### config.mk
export PLATFORM = sky130hd
export DESIGN_NAME = mc_ctrl_fsm_flat
export DESIGN_NICKNAME = d
export VERILOG_FILES = /design/src/rtl/mc_pkg.sv /design/src/rtl/mc_ctrl_fsm_if.sv /design/src/rtl/mc_outdec.sv /design/src/rtl/mc_ctrl_fsm.sv /design/src/flat_wrapper.sv
export SDC_FILE = /design/constraint.sdc
export NUM_CORES = 1
export LEC_CHECK = 0
export BUFFER_PORTS_ARGS = -buffer_cell sky130_fd_sc_hd__buf_4
export CORE_MARGIN = 2
export CORE_UTILIZATION = 40
export CTS_BUF_LIST = sky130_fd_sc_hd__clkbuf_4
export DETAILED_ROUTE_END_ITERATION = 8
export GPL_ROUTABILITY_DRIVEN = 0
export PLACE_DENSITY = 0.67
export SETUP_SLACK_MARGIN = 0.5
export SLEW_MARGIN = 10
export SYNTH_ARGS = -nofsm -noshare
export SYNTH_HDL_FRONTEND = slang
export SYNTH_SLANG_ARGS = --single-unit
### constraint.sdc
create_clock -name clk -period 1.8 [get_ports clk]
set_input_delay 0.45 -clock clk [delete_from_list [all_inputs] [get_ports clk]]
set_output_delay 0.45 -clock clk [all_outputs]
set_load 0.005 [all_outputs]
### src/rtl/mc_pkg.sv
// Shared types and encodings for the multicycle MIPS control sequencer:
// state codes, opcodes, datapath select encodings and the raw control word.
package mc_pkg;

    localparam int MC_STATE_W = 4;

    typedef enum logic [MC_STATE_W-1:0] {
        S_FETCH   = 4'd0,
        S_DECODE  = 4'd1,
        S_MEMADR  = 4'd2,
        S_MEMRD   = 4'd3,
        S_MEMWB   = 4'd4,
        S_MEMWR   = 4'd5,
        S_RTYPEEX = 4'd6,
        S_RTYPEWB = 4'd7,
        S_BEQEX   = 4'd8,
        S_ADDIEX  = 4'd9,
        S_ADDIWB  = 4'd10,
        S_JEX     = 4'd11
    } state_e;

    localparam logic [5:0] OP_LW    = 6'b100011;
    localparam logic [5:0] OP_SW    = 6'b101011;
    localparam logic [5:0] OP_RTYPE = 6'b000000;
    localparam logic [5:0] OP_BEQ   = 6'b000100;
    localparam logic [5:0] OP_ADDI  = 6'b001000;
    localparam logic [5:0] OP_J     = 6'b000010;

    localparam logic [1:0] SRCB_BREG  = 2'b00;
    localparam logic [1:0] SRCB_FOUR  = 2'b01;
    localparam logic [1:0] SRCB_IMM   = 2'b10;
    localparam logic [1:0] SRCB_IMMSH = 2'b11;

    localparam logic [1:0] PCSRC_ALU    = 2'b00;
    localparam logic [1:0] PCSRC_ALUOUT = 2'b01;
    localparam logic [1:0] PCSRC_JUMP   = 2'b10;

    localparam logic [1:0] ALUOP_ADD   = 2'b00;
    localparam logic [1:0] ALUOP_SUB   = 2'b01;
    localparam logic [1:0] ALUOP_FUNCT = 2'b10;

    // Raw per-state control word, before mem_ready / zero / reset gating.
    typedef struct packed {
        logic       iord;
        logic       irwrite;
        logic       memwrite;
        logic       regwrite;
        logic       regdst;
        logic       memtoreg;
        logic       alusrca;
        logic [1:0] alusrcb;
        logic [1:0] aluop;
        logic [1:0] pcsrc;
        logic       pcwrite;
        logic       branch;
        logic       instr_done;
    } ctrl_t;

endpackage

### src/rtl/mc_ctrl_fsm_if.sv
// Control bundle between the sequencer (master) and the multicycle datapath (slave).
interface mc_ctrl_fsm_if;
    logic [5:0] op;
    logic       zero;
    logic       mem_ready;
    logic       iord;
    logic       irwrite;
    logic       memwrite;
    logic       regwrite;
    logic       regdst;
    logic       memtoreg;
    logic       alusrca;
    logic [1:0] alusrcb;
    logic [1:0] aluop;
    logic [1:0] pcsrc;
    logic       pcen;
    logic       instr_done;
    logic       illegal_op;

    modport master (
        input  op, zero, mem_ready,
        output iord, irwrite, memwrite, regwrite, regdst, memtoreg,
               alusrca, alusrcb, aluop, pcsrc, pcen, instr_done, illegal_op
    );

    modport slave (
        output op, zero, mem_ready,
        input  iord, irwrite, memwrite, regwrite, regdst, memtoreg,
               alusrca, alusrcb, aluop, pcsrc, pcen, instr_done, illegal_op
    );
endinterface

### src/rtl/mc_outdec.sv
// Moore output decoder: state code to the raw (ungated) datapath control word.
module mc_outdec
    import mc_pkg::*;
(
    input  logic [MC_STATE_W-1:0] state,
    output ctrl_t                 ctrl
);

    // Per-state control word; unlisted fields and unused encodings stay zero.
    always_comb begin
        ctrl = '0;
        case (state)
            S_FETCH: begin
                ctrl.irwrite = 1'b1;
                ctrl.alusrcb = SRCB_FOUR;
                ctrl.aluop   = ALUOP_ADD;
                ctrl.pcsrc   = PCSRC_ALU;
                ctrl.pcwrite = 1'b1;
            end
            S_DECODE: begin
                ctrl.alusrcb = SRCB_IMMSH;
                ctrl.aluop   = ALUOP_ADD;
            end
            S_MEMADR, S_ADDIEX: begin
                ctrl.alusrca = 1'b1;
                ctrl.alusrcb = SRCB_IMM;
                ctrl.aluop   = ALUOP_ADD;
            end
            S_MEMRD: ctrl.iord = 1'b1;
            S_MEMWB: begin
                ctrl.memtoreg   = 1'b1;
                ctrl.regwrite   = 1'b1;
                ctrl.instr_done = 1'b1;
            end
            S_MEMWR: begin
                ctrl.iord       = 1'b1;
                ctrl.memwrite   = 1'b1;
                ctrl.instr_done = 1'b1;
            end
            S_RTYPEEX: begin
                ctrl.alusrca = 1'b1;
                ctrl.alusrcb = SRCB_BREG;
                ctrl.aluop   = ALUOP_FUNCT;
            end
            S_RTYPEWB: begin
                ctrl.regdst     = 1'b1;
                ctrl.regwrite   = 1'b1;
                ctrl.instr_done = 1'b1;
            end
            S_BEQEX: begin
                ctrl.alusrca    = 1'b1;
                ctrl.alusrcb    = SRCB_BREG;
                ctrl.aluop      = ALUOP_SUB;
                ctrl.branch     = 1'b1;
                ctrl.pcsrc      = PCSRC_ALUOUT;
                ctrl.instr_done = 1'b1;
            end
            S_ADDIWB: begin
                ctrl.regwrite   = 1'b1;
                ctrl.instr_done = 1'b1;
            end
            S_JEX: begin
                ctrl.pcsrc      = PCSRC_JUMP;
                ctrl.pcwrite    = 1'b1;
                ctrl.instr_done = 1'b1;
            end
            default: ctrl = '0;
        endcase
    end

endmodule

### src/rtl/mc_ctrl_fsm.sv
// Multicycle MIPS sequencer: state register, next-state logic, and the
// mem_ready / zero / reset gating applied on top of the Moore control word.
module mc_ctrl_fsm
    import mc_pkg::*;
#(
    parameter int USE_MEM_READY = 1,
    parameter int STATE_W       = MC_STATE_W
) (
    input  logic          clk,
    input  logic          reset,
    mc_ctrl_fsm_if.master bus
);

    logic [STATE_W-1:0] state_q;
    logic [STATE_W-1:0] state_d;
    logic               mem_rdy;
    logic               rdy_gate;
    logic               illegal_d;
    ctrl_t              ctrl;

    assign mem_rdy = (USE_MEM_READY != 0) ? bus.mem_ready : 1'b1;

    mc_outdec u_outdec (
        .state (state_q),
        .ctrl  (ctrl)
    );

    // State register with synchronous reset to FETCH.
    always_ff @(posedge clk) begin
        if (reset) begin
            state_q <= S_FETCH;
        end else begin
            state_q <= state_d;
        end
    end

    // Next-state selection; op is only consulted in DECODE and MEMADR.
    always_comb begin
        state_d   = S_FETCH;
        illegal_d = 1'b0;
        case (state_q)
            S_FETCH:   state_d = mem_rdy ? S_DECODE : S_FETCH;
            S_DECODE: begin
                case (bus.op)
                    OP_LW, OP_SW: state_d = S_MEMADR;
                    OP_RTYPE:     state_d = S_RTYPEEX;
                    OP_BEQ:       state_d = S_BEQEX;
                    OP_ADDI:      state_d = S_ADDIEX;
                    OP_J:         state_d = S_JEX;
                    default: begin
                        state_d   = S_FETCH;
                        illegal_d = 1'b1;
                    end
                endcase
            end
            S_MEMADR:  state_d = (bus.op == OP_SW) ? S_MEMWR : S_MEMRD;
            S_MEMRD:   state_d = mem_rdy ? S_MEMWB : S_MEMRD;
            S_MEMWB:   state_d = S_FETCH;
            S_MEMWR:   state_d = mem_rdy ? S_FETCH : S_MEMWR;
            S_RTYPEEX: state_d = S_RTYPEWB;
            S_RTYPEWB: state_d = S_FETCH;
            S_BEQEX:   state_d = S_FETCH;
            S_ADDIEX:  state_d = S_ADDIWB;
            S_ADDIWB:  state_d = S_FETCH;
            S_JEX:     state_d = S_FETCH;
            default:   state_d = S_FETCH;
        endcase
    end

    // FETCH commits IR/PC and MEMWR completes only on the cycle memory is ready.
    always_comb begin
        if ((state_q == S_FETCH) || (state_q == S_MEMWR)) begin
            rdy_gate = mem_rdy;
        end else begin
            rdy_gate = 1'b1;
        end
    end

    // Output gating; reset forces every enable and select low.
    always_comb begin
        if (reset) begin
            bus.iord       = 1'b0;
            bus.irwrite    = 1'b0;
            bus.memwrite   = 1'b0;
            bus.regwrite   = 1'b0;
            bus.regdst     = 1'b0;
            bus.memtoreg   = 1'b0;
            bus.alusrca    = 1'b0;
            bus.alusrcb    = 2'b00;
            bus.aluop      = 2'b00;
            bus.pcsrc      = 2'b00;
            bus.pcen       = 1'b0;
            bus.instr_done = 1'b0;
            bus.illegal_op = 1'b0;
        end else begin
            bus.iord       = ctrl.iord;
            bus.irwrite    = ctrl.irwrite & rdy_gate;
            bus.memwrite   = ctrl.memwrite;
            bus.regwrite   = ctrl.regwrite;
            bus.regdst     = ctrl.regdst;
            bus.memtoreg   = ctrl.memtoreg;
            bus.alusrca    = ctrl.alusrca;
            bus.alusrcb    = ctrl.alusrcb;
            bus.aluop      = ctrl.aluop;
            bus.pcsrc      = ctrl.pcsrc;
            bus.pcen       = (ctrl.pcwrite & rdy_gate) | (ctrl.branch & bus.zero);
            bus.instr_done = ctrl.instr_done & rdy_gate;
            bus.illegal_op = illegal_d;
        end
    end

endmodule

### src/flat_wrapper.sv
// flat-port wrapper written by rule: the top's interface ports become plain ports
module mc_ctrl_fsm_flat import mc_pkg::*;
#(
    parameter int USE_MEM_READY = 1,
    parameter int STATE_W       = MC_STATE_W
)
  (clk, reset, bus_op, bus_zero, bus_mem_ready, bus_iord, bus_irwrite, bus_memwrite, bus_regwrite, bus_regdst, bus_memtoreg, bus_alusrca, bus_alusrcb, bus_aluop, bus_pcsrc, bus_pcen, bus_instr_done, bus_illegal_op);
  mc_ctrl_fsm_if bus_i ();
  input  logic clk;
  input  logic reset;
  input wire logic [$bits(bus_i.op)-1:0] bus_op;
  input wire logic [$bits(bus_i.zero)-1:0] bus_zero;
  input wire logic [$bits(bus_i.mem_ready)-1:0] bus_mem_ready;
  output wire logic [$bits(bus_i.iord)-1:0] bus_iord;
  output wire logic [$bits(bus_i.irwrite)-1:0] bus_irwrite;
  output wire logic [$bits(bus_i.memwrite)-1:0] bus_memwrite;
  output wire logic [$bits(bus_i.regwrite)-1:0] bus_regwrite;
  output wire logic [$bits(bus_i.regdst)-1:0] bus_regdst;
  output wire logic [$bits(bus_i.memtoreg)-1:0] bus_memtoreg;
  output wire logic [$bits(bus_i.alusrca)-1:0] bus_alusrca;
  output wire logic [$bits(bus_i.alusrcb)-1:0] bus_alusrcb;
  output wire logic [$bits(bus_i.aluop)-1:0] bus_aluop;
  output wire logic [$bits(bus_i.pcsrc)-1:0] bus_pcsrc;
  output wire logic [$bits(bus_i.pcen)-1:0] bus_pcen;
  output wire logic [$bits(bus_i.instr_done)-1:0] bus_instr_done;
  output wire logic [$bits(bus_i.illegal_op)-1:0] bus_illegal_op;
  assign bus_i.op = bus_op;
  assign bus_i.zero = bus_zero;
  assign bus_i.mem_ready = bus_mem_ready;
  assign bus_iord = bus_i.iord;
  assign bus_irwrite = bus_i.irwrite;
  assign bus_memwrite = bus_i.memwrite;
  assign bus_regwrite = bus_i.regwrite;
  assign bus_regdst = bus_i.regdst;
  assign bus_memtoreg = bus_i.memtoreg;
  assign bus_alusrca = bus_i.alusrca;
  assign bus_alusrcb = bus_i.alusrcb;
  assign bus_aluop = bus_i.aluop;
  assign bus_pcsrc = bus_i.pcsrc;
  assign bus_pcen = bus_i.pcen;
  assign bus_instr_done = bus_i.instr_done;
  assign bus_illegal_op = bus_i.illegal_op;
  mc_ctrl_fsm #(.USE_MEM_READY(USE_MEM_READY), .STATE_W(STATE_W)) u_core (.clk(clk), .reset(reset), .bus(bus_i));
endmodule
==> flow_metrics.py <==
metrics = {
    "status": {
        "outcome": "complete, but fails checks",
        "violations": "setup timing",
    },
    "clock_network": {
        "cts_tree": "yes",
        "cts_hold_buf": 0,
        "cts_root_buffer": "clkbuf_4",
        "cts_buffers": 3,
        "path_clk_slew_ns": 0.05,
        "cts_buffer_depth": 2,
        "cts_htree_levels": 1,
        "cts_sinks": 4,
        "clk_latency_ns": 0.24,
    },
    "timing": {
        "drv_slew": 0,
        "slew_headroom": 0.7671,
        "setup_viol": 4,
        "grt_setup_unrepaired": "yes",
        "period_share": 1.017,
        "tightest_slew_ns": 0.3467,
        "max_freq_mhz": 546.3,
        "layout_setup_ws_ns": -0.03054,
        "setup_tns_ns": -0.06663,
        "finalCriticalPeriod_ns": 1.831,
        "finalHoldViolations": 0,
        "fin_worst_skew_ns": 0.005791,
    },
    "drt": {
        "firstDrtPassIters": 4,
        "wl_per_cell_um": 14.26,
        "drt-initial-drc-count": 7,
        "routed_via_density": 5.497,
        "wl_um": 2124,
        "via_count": 819,
        "ant_nets": 0,
        "drc_errors": 0,
    },
    "die": {
        "fp.dieH_um": 43.59,
        "die_area_um2": 1900,
        "die_w_um": 43.59,
        "pin_count": 26,
        "std_cell_rows": 14,
        "start_util": 0.4210,
        "design.core.area_um2": 1489,
    },
    "synthesis": {
        "avgSynthCellArea_um2": 6.965,
        "syn_area_um2": 626.9,
        "synth_nets": 100,
        "synth_cell_types": 37,
        "synthArstFlopShare": 0,
        "synth_edf_count": 0,
        "synth_ff_type": "dfxtp_1",
        "seq_area_frac_synth": 0.1277,
        "ys_ff_latch": 4,
        "synthCells": 90,
        "yosysWarnings": 0,
    },
    "flow_run": {
        "maxCapViolations": 0,
    },
    "setup_path": {
        "cp_slowest_stage_delay_ns": 0.41,
        "path_delay_family": "flip-flops",
        "crit_chain": "nand2_1 > a21boi_1 > mux2_2 > nor3_2 > buf_4",
        "cp-start-kind": "flip-flop",
        "path_buf_inv": 1,
        "critPathMaxFanout": 7,
        "cp-end-kind": "primary output",
        "worstSetupPathType": "reg -> out",
        "critPathRequiredTime_ns": 1.35,
        "cp_data_arrival_time_ns": 1.38,
        "cp_slowest_cell": "dfxtp_4",
    },
    "place": {
        "portBuffers": 25,
        "place_hpwl_um": 1318,
        "placed_area_um2": 880.8,
    },
    "finish": {
        "finalNetCount": 144,
        "diodes": 0,
        "top_register": "u_core.state_q",
        "post-route-util": 0.7765,
        "largestRegisters": "u_core.state_q x4",
        "seq_area_um2": 95.09,
        "fill_cells": 111,
        "multi_input_area_um2": 614.3,
        "largest_reg_flops": 4,
        "fin_area_um2": 1156,
        "areaGrowthSynthToFinish_pct": 84.43,
        "drive_gt1_frac": 0.6767,
    },
    "pwr": {
        "p_leak_nw": 0.4835,
        "power_density_nw_per_um2": 329.2,
        "finalPower_w": 0.0003806,
        "ir_drop_mv": 0.5306,
    },
    "grt": {
        "grt_pass1_wl_um": 3339,
        "grt_max_degree": 10,
        "grt_usage": 0.2302,
        "grt_pass1_vias": 760,
        "antenna_found_initial": 0,
        "grt_overflow": 0,
    },
    "min_path": {
        "hp-class": "in -> reg",
    },
}
## repair_timing
| item | CTS | global route |
|---|---|---|
| buffers inserted | 12 | 2 |
| gates resized for setup | 23 | 13 |
| gates cloned | 0 | 0 |
| pin swaps | 9 | 8 |
| setup endpoints to repair | 19 | 19 |
## metal layers
metal | share of wire | routed length (um) | GRT usage
met1 | 0.38 | 797 | 0.2519
met4 | 0.029 | 62 | 0.07273
met5 | 0 | 0 | 0
met2 | 0.55 | 1174 | 0.4324
met3 | 0.042 | 89 | 0.05000
## final timing paths
| path | startpoint | end | depth (start not counted) | slack [ns] |
|---|---|---|---|---|
| max | u_core.state_q[1] | bus_pcen | 5 | -0.03 |
| min | bus_op[4] | u_core.state_q[3] | 4 | 0.57 |
| max reg2reg | u_core.state_q[2] | u_core.state_q[2] | 6 | 0.25 |
| min reg2reg | u_core.state_q[1] | u_core.state_q[3] | 2 | 0.71 |
## cell usage in the layout, fill, tap and decap left out, drive strengths merged, types with 3 or more instances in the layout
master	Yosys	layout
buf	8	47
nand2	4	4
clkbuf	0	4
dfxtp	4	4
nor3	9	9
nor4	3	3
xnor2	3	3
nor2	19	19
or3	4	4
a21oi	8	8
nand2b	3	3
## report_power, final
part	internal [W]	leakage (nW)	switching, W
Combinational	0.0000792	0.430	0.0000647
Clock	0.0000989	0.0184	0.0000460
Sequential	0.0000868	0.0355	0.00000500
Total	0.000265	0.484	0.000116
## final cells by class
class	count	area share
Clock buffer	4	0.02597
Multi-Input combinational cell	76	0.5314
Sequential cell	4	0.08225
Tap cell	16	0.01732
Timing Repair Buffer	47	0.3344
Inverter	2	0.008658
## per-stage QoR
| stage | hold WS [ns] | setup WS [ns] | std cells |
|---|---|---|---|
| 2_1_floorplan | 0.6170 | 0.2969 | 90 |
| 3_3_place_gp | 0.6172 | 0.05150 | 131 |
| 3_5_place_dp | 0.6158 | 0.04673 | 131 |
| 4_1_cts | 0.5846 | -0.03118 | 147 |
| 5_1_grt | 0.6073 | -0.1008 | 149 |
| 6_report | 0.5715 | -0.03054 | 149 |
## cell usage after synthesis, types with 2 or more instances
| library cell | number | share of area |
|---|---|---|
| nor2_1 | 19 | 0.11 |
| nor3_1 | 7 | 0.056 |
| a21oi_1 | 6 | 0.048 |
| buf_6 | 4 | 0.072 |
| dfxtp_1 | 4 | 0.13 |
| nand2_1 | 4 | 0.024 |
| or3_1 | 4 | 0.040 |
| buf_2 | 3 | 0.024 |
| nor4_1 | 3 | 0.030 |
| xnor2_1 | 3 | 0.042 |
| a21oi_2 | 2 | 0.028 |
| a31oi_1 | 2 | 0.020 |
| nand2b_1 | 2 | 0.020 |
| nor3_2 | 2 | 0.032 |
| o21ai_0 | 2 | 0.016 |
| xor2_1 | 2 | 0.028 |
## tightest hold or removal path, stage by stage
cell and delay, ns:
buf_4 0.08, nor3_1 0.05, a21oi_1 0.12, nor4_1 0.06
## cells by family after synthesis
logic type	synth area share
buffers and inverters	0.1197
AOI/OAI and AO/OA	0.2076
muxes	0.03393
xor gates and xnor gates	0.06987
DFF	0.1277
and+or+nand+nor	0.4411
(Power assumes the default switching activity.)
